$ cat src/rtl/cfg_sequencer.sv
// Configure-then-execute sequencer for the switch/PE mesh: streams config packets in under load, drains, then runs.
// Optional macro CFG_SEQ_CHECKSUM_EN adds o_cfg_checksum (XOR of accepted packets this pass).
module cfg_sequencer #(
    parameter int NUM_PKTS     = 16,
    parameter int DRAIN_CYCLES = 8,
    parameter int RUN_CYCLES   = 256,
    localparam int PCW  = $clog2(NUM_PKTS + 1),
    localparam int MAXC = (DRAIN_CYCLES > RUN_CYCLES) ? DRAIN_CYCLES : RUN_CYCLES,
    localparam int CW   = $clog2(MAXC + 1)
) (
    input  logic            i_clk,
    input  logic            i_rst_n,
    input  logic            i_start,
    input  logic            i_abort,
    input  logic            i_cfg_valid,
    output logic            o_cfg_ready,
    input  logic [47:0]     i_cfg_data,
    output logic            o_load,
    output logic [47:0]     o_cfg_out,
    output logic            o_cfg_out_valid,
    output logic            o_run_en,
    output logic            o_busy,
    output logic            o_done,
    output logic [PCW-1:0]  o_pkt_count
`ifdef CFG_SEQ_CHECKSUM_EN
    ,
    output logic [47:0]     o_cfg_checksum
`endif
);

    typedef enum logic [2:0] {
        IDLE  = 3'd0,
        LOAD  = 3'd1,
        DRAIN = 3'd2,
        RUN   = 3'd3,
        DONE  = 3'd4
    } state_t;

    state_t          r_state, w_state_next;
    logic [CW-1:0]   r_cnt, w_cnt_next;
    logic [PCW-1:0]  r_pkt_count, w_pkt_count_next;
    logic [47:0]     r_cfg_out, w_cfg_out_next;
    logic            r_cfg_out_valid, w_cfg_out_valid_next;
    logic            r_done, w_done_next;
    logic            r_load, r_run_en, r_cfg_ready, r_busy;
`ifdef CFG_SEQ_CHECKSUM_EN
    logic [47:0]     r_checksum, w_checksum_next;
`endif

    always_comb begin
        w_state_next         = r_state;
        w_cnt_next           = r_cnt;
        w_pkt_count_next     = r_pkt_count;
        w_cfg_out_next       = 48'h0;
        w_cfg_out_valid_next = 1'b0;
        w_done_next          = r_done;
`ifdef CFG_SEQ_CHECKSUM_EN
        w_checksum_next      = r_checksum;
`endif
        case (r_state)
            IDLE: begin
                if (i_start && !i_abort) begin
                    w_state_next     = LOAD;
                    w_cnt_next       = '0;
                    w_pkt_count_next = '0;
                    w_done_next      = 1'b0;
`ifdef CFG_SEQ_CHECKSUM_EN
                    w_checksum_next  = 48'h0;
`endif
                end
            end
            LOAD: begin
                // cfg_ready is registered high throughout LOAD, so valid alone completes a handshake
                if (i_cfg_valid) begin
                    w_cfg_out_next       = i_cfg_data;
                    w_cfg_out_valid_next = 1'b1;
                    w_pkt_count_next     = r_pkt_count + PCW'(1);
`ifdef CFG_SEQ_CHECKSUM_EN
                    w_checksum_next      = r_checksum ^ i_cfg_data;
`endif
                    if (r_pkt_count == PCW'(NUM_PKTS - 1)) begin
                        w_state_next = DRAIN;
                        w_cnt_next   = '0;
                    end
                end
            end
            DRAIN: begin
                w_cnt_next = r_cnt + CW'(1);
                if (r_cnt == CW'(DRAIN_CYCLES - 1)) begin
                    w_state_next = RUN;
                    w_cnt_next   = '0;
                end
            end
            RUN: begin
                w_cnt_next = r_cnt + CW'(1);
                if (r_cnt == CW'(RUN_CYCLES - 1)) begin
                    w_state_next = DONE;
                    w_cnt_next   = '0;
                end
            end
            DONE: begin
                w_state_next = IDLE;
                w_done_next  = 1'b1;
            end
            default: begin
                w_state_next = IDLE;
            end
        endcase

        // Abort suppresses any handshake in the same cycle; counters stay for debug
        if (i_abort && r_state != IDLE) begin
            w_state_next         = IDLE;
            w_cnt_next           = '0;
            w_pkt_count_next     = r_pkt_count;
            w_cfg_out_next       = 48'h0;
            w_cfg_out_valid_next = 1'b0;
            w_done_next          = r_done;
`ifdef CFG_SEQ_CHECKSUM_EN
            w_checksum_next      = r_checksum;
`endif
        end
    end

    always_ff @(posedge i_clk or negedge i_rst_n) begin
        if (!i_rst_n) begin
            r_state         <= IDLE;
            r_cnt           <= '0;
            r_pkt_count     <= '0;
            r_cfg_out       <= 48'h0;
            r_cfg_out_valid <= 1'b0;
            r_done          <= 1'b0;
            r_load          <= 1'b0;
            r_run_en        <= 1'b0;
            r_cfg_ready     <= 1'b0;
            r_busy          <= 1'b0;
`ifdef CFG_SEQ_CHECKSUM_EN
            r_checksum      <= 48'h0;
`endif
        end else begin
            r_state         <= w_state_next;
            r_cnt           <= w_cnt_next;
            r_pkt_count     <= w_pkt_count_next;
            r_cfg_out       <= w_cfg_out_next;
            r_cfg_out_valid <= w_cfg_out_valid_next;
            r_done          <= w_done_next;
            r_load          <= (w_state_next == LOAD) || (w_state_next == DRAIN);
            r_run_en        <= (w_state_next == RUN);
            r_cfg_ready     <= (w_state_next == LOAD);
            r_busy          <= (w_state_next != IDLE);
`ifdef CFG_SEQ_CHECKSUM_EN
            r_checksum      <= w_checksum_next;
`endif
        end
    end

    assign o_cfg_ready     = r_cfg_ready;
    assign o_load          = r_load;
    assign o_cfg_out       = r_cfg_out;
    assign o_cfg_out_valid = r_cfg_out_valid;
    assign o_run_en        = r_run_en;
    assign o_busy          = r_busy;
    assign o_done          = r_done;
    assign o_pkt_count     = r_pkt_count;
`ifdef CFG_SEQ_CHECKSUM_EN
    assign o_cfg_checksum  = r_checksum;
`endif

endmodule

$ cat config.mk
export PLATFORM = sky130hd
export DESIGN_NAME = cfg_sequencer
export DESIGN_NICKNAME = d
export VERILOG_FILES = /design/src/rtl/cfg_sequencer.sv
export SDC_FILE = /design/constraint.sdc
export NUM_CORES = 1
export LEC_CHECK = 0
export BUFFER_PORTS_ARGS = -buffer_cell sky130_fd_sc_hd__buf_2
export CAP_MARGIN = 20
export CORE_MARGIN = 2
export CORE_UTILIZATION = 45
export CTS_CLUSTER_SIZE = 28
export DETAILED_ROUTE_END_ITERATION = 12
export GPL_ROUTABILITY_DRIVEN = 0
export PLACE_DENSITY = 0.86
export SLEW_MARGIN = 20
export SYNTH_ARGS = -nofsm -noshare
export SYNTH_HDL_FRONTEND = slang
export SYNTH_SLANG_ARGS = --single-unit
export TNS_END_PERCENT = 30
$ cat constraint.sdc
create_clock -name i_clk -period 3 [get_ports i_clk]
set_input_delay 0.3 -clock i_clk [delete_from_list [all_inputs] [get_ports i_clk]]
set_output_delay 0.3 -clock i_clk [all_outputs]
set_load 0.01 [all_outputs]
Word level (Yosys, flattened, before mapping)
Cells that the tools add are included.

Register bits: 71. Bits of input ports: 53. Output and inout bits: 59. Word-level logic and storage cells: 66.

Add/sub/neg operators: 2. Equality and inequality tests: 15. Multiplexer cells: 25. Bitwise logic cells: 1. Reductions and logical operators: 13.

Operators by type and width (number): two-way mux 48 bit (3); two-way mux 9 bit (6); case mux 9 bit (4 select lines) (1); two-way mux 3 bit (6); equality test 3 x 2 -> 1 bit (second input constant) (4); case mux 3 bit (4 select lines) (1); two-way mux 5 bit (2); case mux 5 bit (2 select lines) (1); adder 9 x 1 -> 9 bit (second input constant) (1); equality test 9 x 3 -> 1 bit (second input constant) (1); equality test 9 x 8 -> 1 bit (second input constant) (1); inequality test 3 bit (second input constant) (3); AND reduction 4 bit (2); equality test 3 x 1 -> 1 bit (second input constant) (2); nonzero test 3 bit (2); adder 5 x 1 -> 5 bit (second input constant) (1); equality test 5 x 4 -> 1 bit (second input constant) (1); nonzero test 5 bit (1); two-way mux 1 bit (4); inequality test 2 bit (second input constant) (2); nonzero test 2 bit (2); equality test 3 bit (second input constant) (1); logical NOT 3 bit (1); AND reduction 3 bit (1); other kinds (5) (6).

Depth between registers and ports, before layout
Gate-level depths: netlist of the first run.

Depth after elaboration: 7. Depth in mapped cells: 11. Depth with buffers taken out: 10.

Least setup slack after synthesis of the first run
OpenSTA, ideal clock, no wires.

Path kind: register to register. Start: register r_cnt[0]. End: register r_load (netlist: o_load). Library setup time: 79 ps. Arrival: 2048 ps. Slack: 873 ps. Cell stages (with the launch flop): 11. Clock period less this slack: 2127 ps. Cell sequence: dfrtp_1 -> ha_1 -> and3_1 -> and3_2 -> nand3_1 -> inv_1 -> ha_1 -> nand3b_1 -> a21oi_1 -> a211oi_1 -> mux2i_1.

Cells in the longest elaborated chain, start to end: 6. Elaborated cells on any way between the ends: 9.

Ends and longest elaborated chain: from (decl) (RTL line 40) `logic [CW-1:0] r_cnt, w_cnt_next;`; from (signal assigned) (RTL line 141) `r_cnt <= w_cnt_next;`; equality test 9 x 8 -> 1 bit / equality test 9 x 3 -> 1 bit (equally long branches) (RTL line 96, 89); two-way mux 3 bit (on tied branches) (RTL line 96, 89); case mux 3 bit (4 select lines) * (RTL line 60) `case (r_state)`; two-way mux 3 bit * (RTL line 111) `if (i_abort && r_state != IDLE) begin`; equality test 3 x 1 -> 1 bit / equality test 3 x 2 -> 1 bit (equally long branches) (RTL line 146) `r_load <= (w_state_next == LOAD) || (w_state_next == DRAIN);`; logical OR 1 bit * (RTL line 146); to (signal assigned) (RTL line 146); to (decl) (RTL line 45) `logic r_load, r_run_en, r_cfg_ready, r_busy;`.

Mark *: on every way between the ends. The rest lies on a longest branch, timed or not. A chain may end at the register's enable or synchronous reset.

Final worst setup path of the first run
Ends and elaborated chain as after synthesis.

==> flow_summary.yaml, run 1 <==
pwr:
  pwr_density_cell_nw_per_um2: 642
  max-vdd-ir-drop_v: 0.000518
  p_leak_nw: 2.05
sta:
  finClkSkew_ns: 0.00976
  rsz0062_at_grt: "false"
  finalSetupViolCount: 0
  setup_tns_ns: 0
  layout_min_cycle_time_ns: 2.41
  slew_headroom: 0.441
  hold_ws_ns: 0.151
  finalCritPeriodShare: 0.805
  final_max_slew_viol_count: 0
  worst_pin_slew_ns: 0.839
  max_freq_mhz: 414
  hold_viol_final: 0
placed_design:
  placed_area_sq_um: 3400
  post-dp-hpwl_microns: 4380
  io_buffers: 111
setup_path:
  crit_required_ns: 3.26
  end_kind: "flop"
  crit_path_max_fanout: 5
  critPathArrivalTime_ns: 2.67
  startpoint_type: "flop"
  critPathKind: "reg2reg"
yosys:
  synth_compound_area_frac: 0.0897
  syn_nets: 289
  synth_edf_count: 0
  netlist.top_cell.by_area: "dfrtp_1"
  yosysSeqAreaShare: 0.631
  syn_inst: 231
  ys.flop_type: "dfrtp_1"
  synth.distinct_cells: 41
  ys_ff_latch: 71
  ys_warn_count: 0
  muxShareOfSynthArea: 0.00710
  synthSimpleGateAreaFrac: 0.205
  synth_fa_ha_area_frac: 0.0222
  synth_xor_area_frac: 0.00622
  synth_top_family_by_area: "simple AND/OR/NAND/NOR gates"
  async_flop_share: 1.00
  synthesis.area_sq_um: 2820
  synth_top_area_share: 0.631
  avgSynthCellArea_sq_um: 12.2
  synthTopCellsByArea: "dfrtp_1 63%, and2_1 11%, ha_1 2.2%"
detailed_routing:
  drc: 0
  vias_per_cell: 5.04
  drtPass1Iterations: 4
  drtAntennaViolNets: 0
  finalWirelength_microns: 6130
  vias: 2126
  drt_iter0_markers: 129
  wl_per_cell_microns: 14.5
clock_tree:
  hold_buffers: 0
  cts_tree: "built"
  cts_setup_buffers: 0
  clock_sinks: 71
  cts_buffers: 9
  root_buffer: "clkbuf_8"
  clock_path_buffers: 2
  cts_resized: 0
  clk_pin_slew_worst_paths_ns: 0.07
  clk-insertion-delay-late_ns: 0.34
  h-tree-depth: 3
floorplanning:
  die_w_microns: 83.1
  coreArea_sq_um: 5990
  chipHeight_microns: 83.1
  initial_core_util: 0.470
  ioPinCount: 112
  die-area_sq_um: 6910
  rows: 28
final_layout:
  area_growth_syn_to_layout_pct: 27.8
  num_antenna_cells: 0
  design_area_sq_um: 3600
  nets: 401
  nFillCells: 468
  drive_gt1_frac: 0.389
run:
  drv_cap: 0
worst_hold_path:
  hp-class: "in2async"
global_route:
  antenna_found_initial: 0
  grt_use_total: 0.192
  grt_pass1_wl_microns: 10400
  grt_max_degree: 72
  grt_pass1_vias: 2290
  overflow: 0
outcome:
  status: "completed"
sequential cells by signal, summed over array words and instances, names as in the netlist:
signal	count
o_cfg_out	48
r_cnt	9
o_pkt_count	5
r_state	3
o_busy	1
o_cfg_out_valid	1
o_cfg_ready	1
o_done	1
o_load	1
o_run_en	1
metrics by stage:
stage | total power, mW | setup slack, ns | instances | util
global placement | 1.56 | 0.733 | 407 | 0.568
detailed placement | 1.57 | 0.616 | 407 | 0.568
CTS | 2.33 | 0.569 | 422 | 0.601
global route | 2.43 | 0.257 | 422 | 0.601
finish | 2.31 | 0.586 | 422 | 0.601
floorplan | 1.39 | 0.873 | 231 | -
layout by cell type, fill, tap and decap left out, types with 2 or more instances in the layout:
cell type	count
nor3b_1	3
a22o_2	3
mux2i_1	2
and3_1	6
ha_1	5
a21oi_1	3
a21o_1	2
nand3b_1	3
inv_1	8
nand4_1	2
a221o_1	2
nor2b_1	2
clkbuf_8	11
buf_4	2
and2_1	48
nor3_1	2
nand2_1	8
buf_2	111
a22o_1	6
nand3_1	7
nor2_1	9
o21ai_0	7
a31oi_1	4
dfrtp_1	71
cells in the mapped netlist, types with 2 or more instances:
| master | instances |
|---|---|
| dfrtp_1 | 71 |
| and2_1 | 48 |
| nor2_1 | 9 |
| inv_1 | 8 |
| nand2_1 | 8 |
| clkbuf_1 | 7 |
| nand3_1 | 7 |
| o21ai_0 | 7 |
| a22o_1 | 6 |
| and3_1 | 6 |
| ha_1 | 5 |
| a31oi_1 | 4 |
| a21oi_1 | 3 |
| a22o_2 | 3 |
| nand3b_1 | 3 |
| nor3b_1 | 3 |
| a21o_1 | 2 |
| a221o_1 | 2 |
| buf_4 | 2 |
| clkbuf_8 | 2 |
| mux2i_1 | 2 |
| nand4_1 | 2 |
| nor2b_1 | 2 |
| nor3_1 | 2 |
path summary, 6_finish.rpt:
kind                                start            end  slack [ns]  cells past startpoint
hold / removal                    i_rst_n  o_cfg_out[30]        0.15                      2
hold reg to reg                    o_done         o_done        0.50                      1
setup / recovery                 r_cnt[0]         o_load        0.59                     10
max in group asynchronous         i_rst_n       r_cnt[3]        2.30                      2
min in group i_clk         i_cfg_data[45]  o_cfg_out[45]        0.17                      2
setup reg to reg                 r_cnt[0]         o_load        0.59                     10
cell families after synthesis:
group	after synthesis
AO/OA/AOI/OAI	34
AND/OR/NAND/NOR	97
multiplexers	2
flip-flops	71
XOR/XNOR	2
buffers and inverters	20
adder cells (fa/ha/maj)	5
critical path: stages (launching register included):
cell and delay (ns):
dfrtp_1 0.41, ha_1 0.22, and3_1 0.20, and3_2 0.20, nand3_1 0.10, inv_1 0.07
ha_1 0.22, nand3b_1 0.13, a21oi_1 0.09, a211oi_1 0.47, mux2i_1 0.25
layer usage:
layer | vias to the layer above | global-route usage | share of wire
met1 | 1013 | 0.199 | 0.38
li1 | 1008 | - | -
met2 | 86 | 0.320 | 0.49
met5 | - | 0 | 0
met3 | 19 | 0.0964 | 0.094
met4 | 0 | 0.0984 | 0.040
power breakdown:
group          leakage, nW  switching [mW]  internal, mW  total (mW)
clock network       0.0985           0.330         0.424       0.754
registers            0.972          0.0854          1.05        1.14
logic                0.977           0.234         0.186       0.420
total                 2.05           0.649          1.66        2.31
cell type report:
type	instances	area [sq um]	share of cell area
flip-flops and latches	71	1780	0.494
multi-input cells	140	931	0.259
repair buffers	113	571	0.158
clock buffers	12	155	0.0431
well taps	75	93.8	0.0261
clock inverters	3	42.5	0.0118
inverters	8	30.0	0.00834
(Power assumes the default switching activity.)
==> run 2, diff against run 1 <==
--- a/config.mk
+++ b/config.mk
@@ -8,7 +8,7 @@
 export BUFFER_PORTS_ARGS = -buffer_cell sky130_fd_sc_hd__buf_2
 export CAP_MARGIN = 20
 export CORE_MARGIN = 2
-export CORE_UTILIZATION = 45
+export CORE_UTILIZATION = 43
 export CTS_CLUSTER_SIZE = 28
 export DETAILED_ROUTE_END_ITERATION = 12
 export GPL_ROUTABILITY_DRIVEN = 0
==> constraint.sdc (replaced) <==
create_clock -name i_clk -period 2.2 [get_ports i_clk]
set_input_delay 0.22 -clock i_clk [delete_from_list [all_inputs] [get_ports i_clk]]
set_output_delay 0.22 -clock i_clk [all_outputs]
set_load 0.01 [all_outputs]
==> flow_summary.yaml, run 2 (synthesis results as in run 1) <==
floorplanning:
  die-area_sq_um: 7220
  chipHeight_microns: 85.0
  coreArea_sq_um: 6350
  rows: 29
  initial_core_util: 0.444
  die_w_microns: 85.0
  ioPinCount: 112
clock_tree:
  cts_buffers: 9
  h-tree-depth: 3
  cts_tree: "built"
  clk_pin_slew_worst_paths_ns: 0.09
  clk-insertion-delay-late_ns: 0.35
  clock_sinks: 71
  clock_path_buffers: 2
  root_buffer: "clkbuf_8"
global_route:
  overflow: 0
  grtUsageMet1: 0.205
  grt_use_total: 0.166
  grt_pass1_wl_microns: 9400
  use_met2: 0.268
  busiest_layer: "met2"
  grt_use_met3: 0.0613
  antenna_found_initial: 0
  grt_pass1_vias: 2066
  grt_max_degree: 50
sta:
  final_max_slew_viol_count: 0
  layout_min_cycle_time_ns: 2.08
  hold_viol_final: 0
  max_freq_mhz: 480
  slew_headroom: 0.617
  worst_pin_slew_ns: 0.568
  setup_tns_ns: 0
  finClkSkew_ns: 0.0170
  finalSetupViolCount: 0
  finalCritPeriodShare: 0.947
pwr:
  max-vdd-ir-drop_v: 0.000713
  pwr_density_cell_nw_per_um2: 884
  p_leak_nw: 2.12
final_layout:
  area_growth_syn_to_layout_pct: 35.5
  final_common_cell: "buf_2"
  largest_reg_flops: 48
  final_cells: 437
  final_core_util: 0.601
  layout_common_cells: "111 x buf_2, 71 x dfrtp_1, 48 x and2_1"
  nets: 413
  drive_gt1_frac: 0.439
  num_antenna_cells: 0
detailed_routing:
  drt_iter0_markers: 155
  finalWirelength_microns: 6010
  drtAntennaViolNets: 0
  vias_per_cell: 4.89
  wl_per_cell_microns: 13.7
  vias: 2139
  drtPass1Iterations: 4
  drc: 0
setup_path:
  crit_required_ns: 2.44
  critPathKind: "reg2reg"
  critPathArrivalTime_ns: 2.32
  startpoint_type: "flop"
  crit_path_max_fanout: 3
  reg2reg_to: "r_state[0]"
  timing.reg2reg.setup_slack_ns: 0.12
  r2r-start: "r_cnt[1]"
  ff2ff_path_depth: 11
  end_kind: "flop"
placed_design:
  post-dp-hpwl_microns: 4190
  io_buffers: 111
  place_inst: 416
run:
  drv_cap: 0
outcome:
  status: "completed"
worst_hold_path:
  min_to: "o_cfg_out[38]"
  holdPathStages: 2
  min_from: "i_cfg_data[38]"
  hp-class: "in2reg"
-- run 2: cell count changes in the layout (fill, tap and decap cells not counted), moves of 2 or more --
cell      delta
and3_4       +2
buf_12       +2
buf_4        +9
clkbuf_8     -2
ha_1         -2
-- run 2: per-layer routing --
metal | up-vias | part of all wire
met5 | - | 0
li1 | 1030 | -
met3 | 5 | 0.084
met2 | 88 | 0.50
met1 | 1016 | 0.41
met4 | 0 | 0.0080
-- run 2: worst max path at each step --
stage,from,to,slack [ns],depth (start not counted)
finish,r_cnt[1],r_state[0],0.12,11
floorplan,r_cnt[0],o_load,0.07,10
detailed placement,r_cnt[1],o_load,-0.04,10
global placement,r_cnt[1],o_load,0.07,10
global route,r_cnt[1],r_state[0],-0.009,11
CTS,r_cnt[1],o_load,0.06,10
-- run 2: repair_timing --
| action | in CTS | in global routing |
|---|---|---|
| setup buffers | 0 | 4 |
| gates resized for setup | 2 | 11 |
| hold buffers | 1 | 0 |
| pin swaps | 0 | 3 |
| setup endpoints to repair | 3 | 7 |
| hold endpoints to repair | 22 | 0 |
-- run 2: cell type report --
class / count / area (sq um)
fill: 515 / 2530
sequential: 71 / 1780
multi-input combinational: 140 / 1000
timing repair buffer: 125 / 688
clock buffer: 9 / 124
clock inverter: 7 / 104
tap: 77 / 96.3
inverter: 8 / 30.0
-- run 2: where the power goes --
group | total [mW] | leakage (nW) | switching, mW | internal, mW
combinational | 0.699 | 1.04 | 0.381 | 0.318
clock | 1.17 | 0.108 | 0.523 | 0.651
sequential | 1.50 | 0.972 | 0.0683 | 1.44
total | 3.38 | 2.12 | 0.972 | 2.40
-- run 2: per-stage QoR --
step / area, sq um / worst slack (ns) / total power, mW / hold WS [ns]
2_1_floorplan: 2820 / 0.0726 / 1.90 / -0.0756
3_3_place_gp: 3480 / 0.0742 / 2.16 / 0.209
3_5_place_dp: 3480 / -0.0420 / 2.19 / 0.216
4_1_cts: 3740 / 0.0625 / 3.37 / 0.0522
5_1_grt: 3820 / -0.00912 / 3.55 / 0.0561
6_report: 3820 / 0.117 / 3.38 / 0.0703
-- run 2: worst max-delay path, stage by stage, from the launching register on --
cell      delay, ns
dfrtp_1        0.38
ha_2           0.19
and3_4         0.19
and3_4         0.22
nand3_4        0.08
inv_2          0.09
ha_4           0.13
nand3b_1       0.12
a21oi_2        0.08
a211oi_2       0.31
buf_4          0.17
nor2_1         0.03
==> run 3, diff against run 2 <==
--- a/config.mk
+++ b/config.mk
@@ -12,8 +12,8 @@
 export CTS_CLUSTER_SIZE = 28
 export DETAILED_ROUTE_END_ITERATION = 12
 export GPL_ROUTABILITY_DRIVEN = 0
-export PLACE_DENSITY = 0.86
-export SLEW_MARGIN = 20
+export PLACE_DENSITY = 0.85
+export SLEW_MARGIN = 5
 export SYNTH_ARGS = -nofsm -noshare
 export SYNTH_HDL_FRONTEND = slang
 export SYNTH_SLANG_ARGS = --single-unit
==> flow_summary.yaml, run 3 (synthesis results as in run 1) <==
detailed_routing:
  finalWirelength_microns: 5910
  drtAntennaViolNets: 0
  drt_iter0_markers: 123
  vias_per_cell: 4.97
  wl_per_cell_microns: 13.6
  vias: 2150
  drtPass1Iterations: 4
  drc: 0
clock_tree:
  clock_path_buffers: 2
  cts_tree: "built"
  h-tree-depth: 3
  clk_pin_slew_worst_paths_ns: 0.08
  root_buffer: "clkbuf_8"
  clock_sinks: 71
  cts_buffers: 9
  clk-insertion-delay-late_ns: 0.34
floorplanning:
  chipHeight_microns: 85.0
  coreArea_sq_um: 6350
  rows: 29
  die_w_microns: 85.0
  initial_core_util: 0.444
  ioPinCount: 112
  die-area_sq_um: 7220
setup_path:
  critPathArrivalTime_ns: 2.34
  end_kind: "flop"
  timing.reg2reg.setup_slack_ns: 0.11
  r2r-start: "r_cnt[1]"
  ff2ff_path_depth: 10
  crit_required_ns: 2.45
  critPathKind: "reg2reg"
  crit_path_max_fanout: 4
  reg2reg_to: "o_load"
  startpoint_type: "flop"
global_route:
  grt_use_total: 0.167
  overflow: 0
  grt_pass1_vias: 2110
  grt_pass1_wl_microns: 9470
  grt_max_degree: 50
  antenna_found_initial: 0
sta:
  finalCritPeriodShare: 0.952
  max_freq_mhz: 478
  worst_pin_slew_ns: 0.610
  layout_min_cycle_time_ns: 2.09
  hold_ws_ns: 0.0800
  hold_viol_final: 0
  final_max_slew_viol_count: 0
  setup_tns_ns: 0
  finalSetupViolCount: 0
  finClkSkew_ns: 0.0102
  slew_headroom: 0.589
worst_hold_path:
  holdPathStages: 2
  min_from: "i_cfg_data[20]"
  min_to: "o_cfg_out[20]"
  hp-class: "in2reg"
outcome:
  status: "completed"
final_layout:
  num_antenna_cells: 0
  nets: 410
  largest_reg_flops: 48
  final_cells: 433
  area_growth_syn_to_layout_pct: 31.6
  drive_gt1_frac: 0.433
  design_area_sq_um: 3710
  layout_common_cells: "111 x buf_2, 71 x dfrtp_1, 48 x and2_1"
  final_core_util: 0.584
  final_common_cell: "buf_2"
placed_design:
  placed_area_sq_um: 3450
  place_inst: 414
  io_buffers: 111
  post-dp-hpwl_microns: 4120
pwr:
  pwr_density_cell_nw_per_um2: 822
  max-vdd-ir-drop_v: 0.000451
  p_leak_nw: 2.08
run:
  drv_cap: 0
## run 3: cell types whose count changed in the layout (fill, tap and decap cells not counted), sizes merged
cell      previous run  this run
clkinvlp             2         1
buf                124       121
clkinv               1         4
bufinv               2         0
inv                 10         9
## run 3: per-stage QoR
step | worst slack [ns] | total power [mW]
after floorplan | 0.0726 | 1.90
after global placement | 0.0693 | 2.14
after detailed placement | -0.0631 | 2.16
after CTS | 0.0619 | 3.05
after global routing | -0.00237 | 3.23
final | 0.107 | 3.05
## run 3: final cells by class
| cell class | count | area, sq um |
|---|---|---|
| timing repair buffer | 122 | 653 |
| inverter | 8 | 30.0 |
| clock buffer | 9 | 124 |
| sequential | 71 | 1780 |
| fill | 511 | 2640 |
| clock inverter | 6 | 36.3 |
| tap | 77 | 96.3 |
| multi-input combinational | 140 | 992 |
## run 3: worst max-delay path, stage by stage, from the launching register on
cell and delay [ns]:
dfrtp_1 0.39, ha_2 0.20, and3_4 0.19, and3_4 0.20
nand3_2 0.09, inv_2 0.08, ha_4 0.13, nand3b_1 0.11
a21oi_2 0.08, a211oi_2 0.31, mux2i_1 0.24
## run 3: repair_timing
| action | in CTS | in global routing |
|---|---|---|
| resized for setup | 2 | 10 |
| buffers inserted | 0 | 3 |
| pin swaps | 0 | 3 |
| hold buffers | 1 | 0 |
| cloned | 0 | 0 |
| setup endpoints to repair | 4 | 6 |
| endpoints found under the hold margin | 13 | 0 |
## run 3: report_power, final
part	switching (mW)	total (mW)	internal, mW
registers	0.0778	1.51	1.44
logic	0.368	0.659	0.291
clock network	0.477	0.875	0.398
total	0.922	3.05	2.12
## run 3: worst max path at each step
| stage | from | end | slack, ns | cells past startpoint |
|---|---|---|---|---|
| floorplan | r_cnt[0] | o_load | 0.07 | 10 |
| global placement | r_cnt[1] | o_load | 0.07 | 10 |
| detailed placement | r_cnt[1] | o_load | -0.06 | 10 |
| CTS | r_cnt[1] | o_load | 0.06 | 10 |
| global route | r_cnt[1] | o_load | -0.002 | 10 |
| finish | r_cnt[1] | o_load | 0.11 | 10 |
## run 3: metal layers
layer  vias up  part of all wire  wire length [microns]  GRT usage
li1       1026                 -                      -          -
met1      1029              0.40                   2380      0.201
met2        86              0.50                   2970      0.267
met3         9             0.081                    481     0.0700
met4         0             0.014                     83     0.0678
met5         -                 0                      0          0
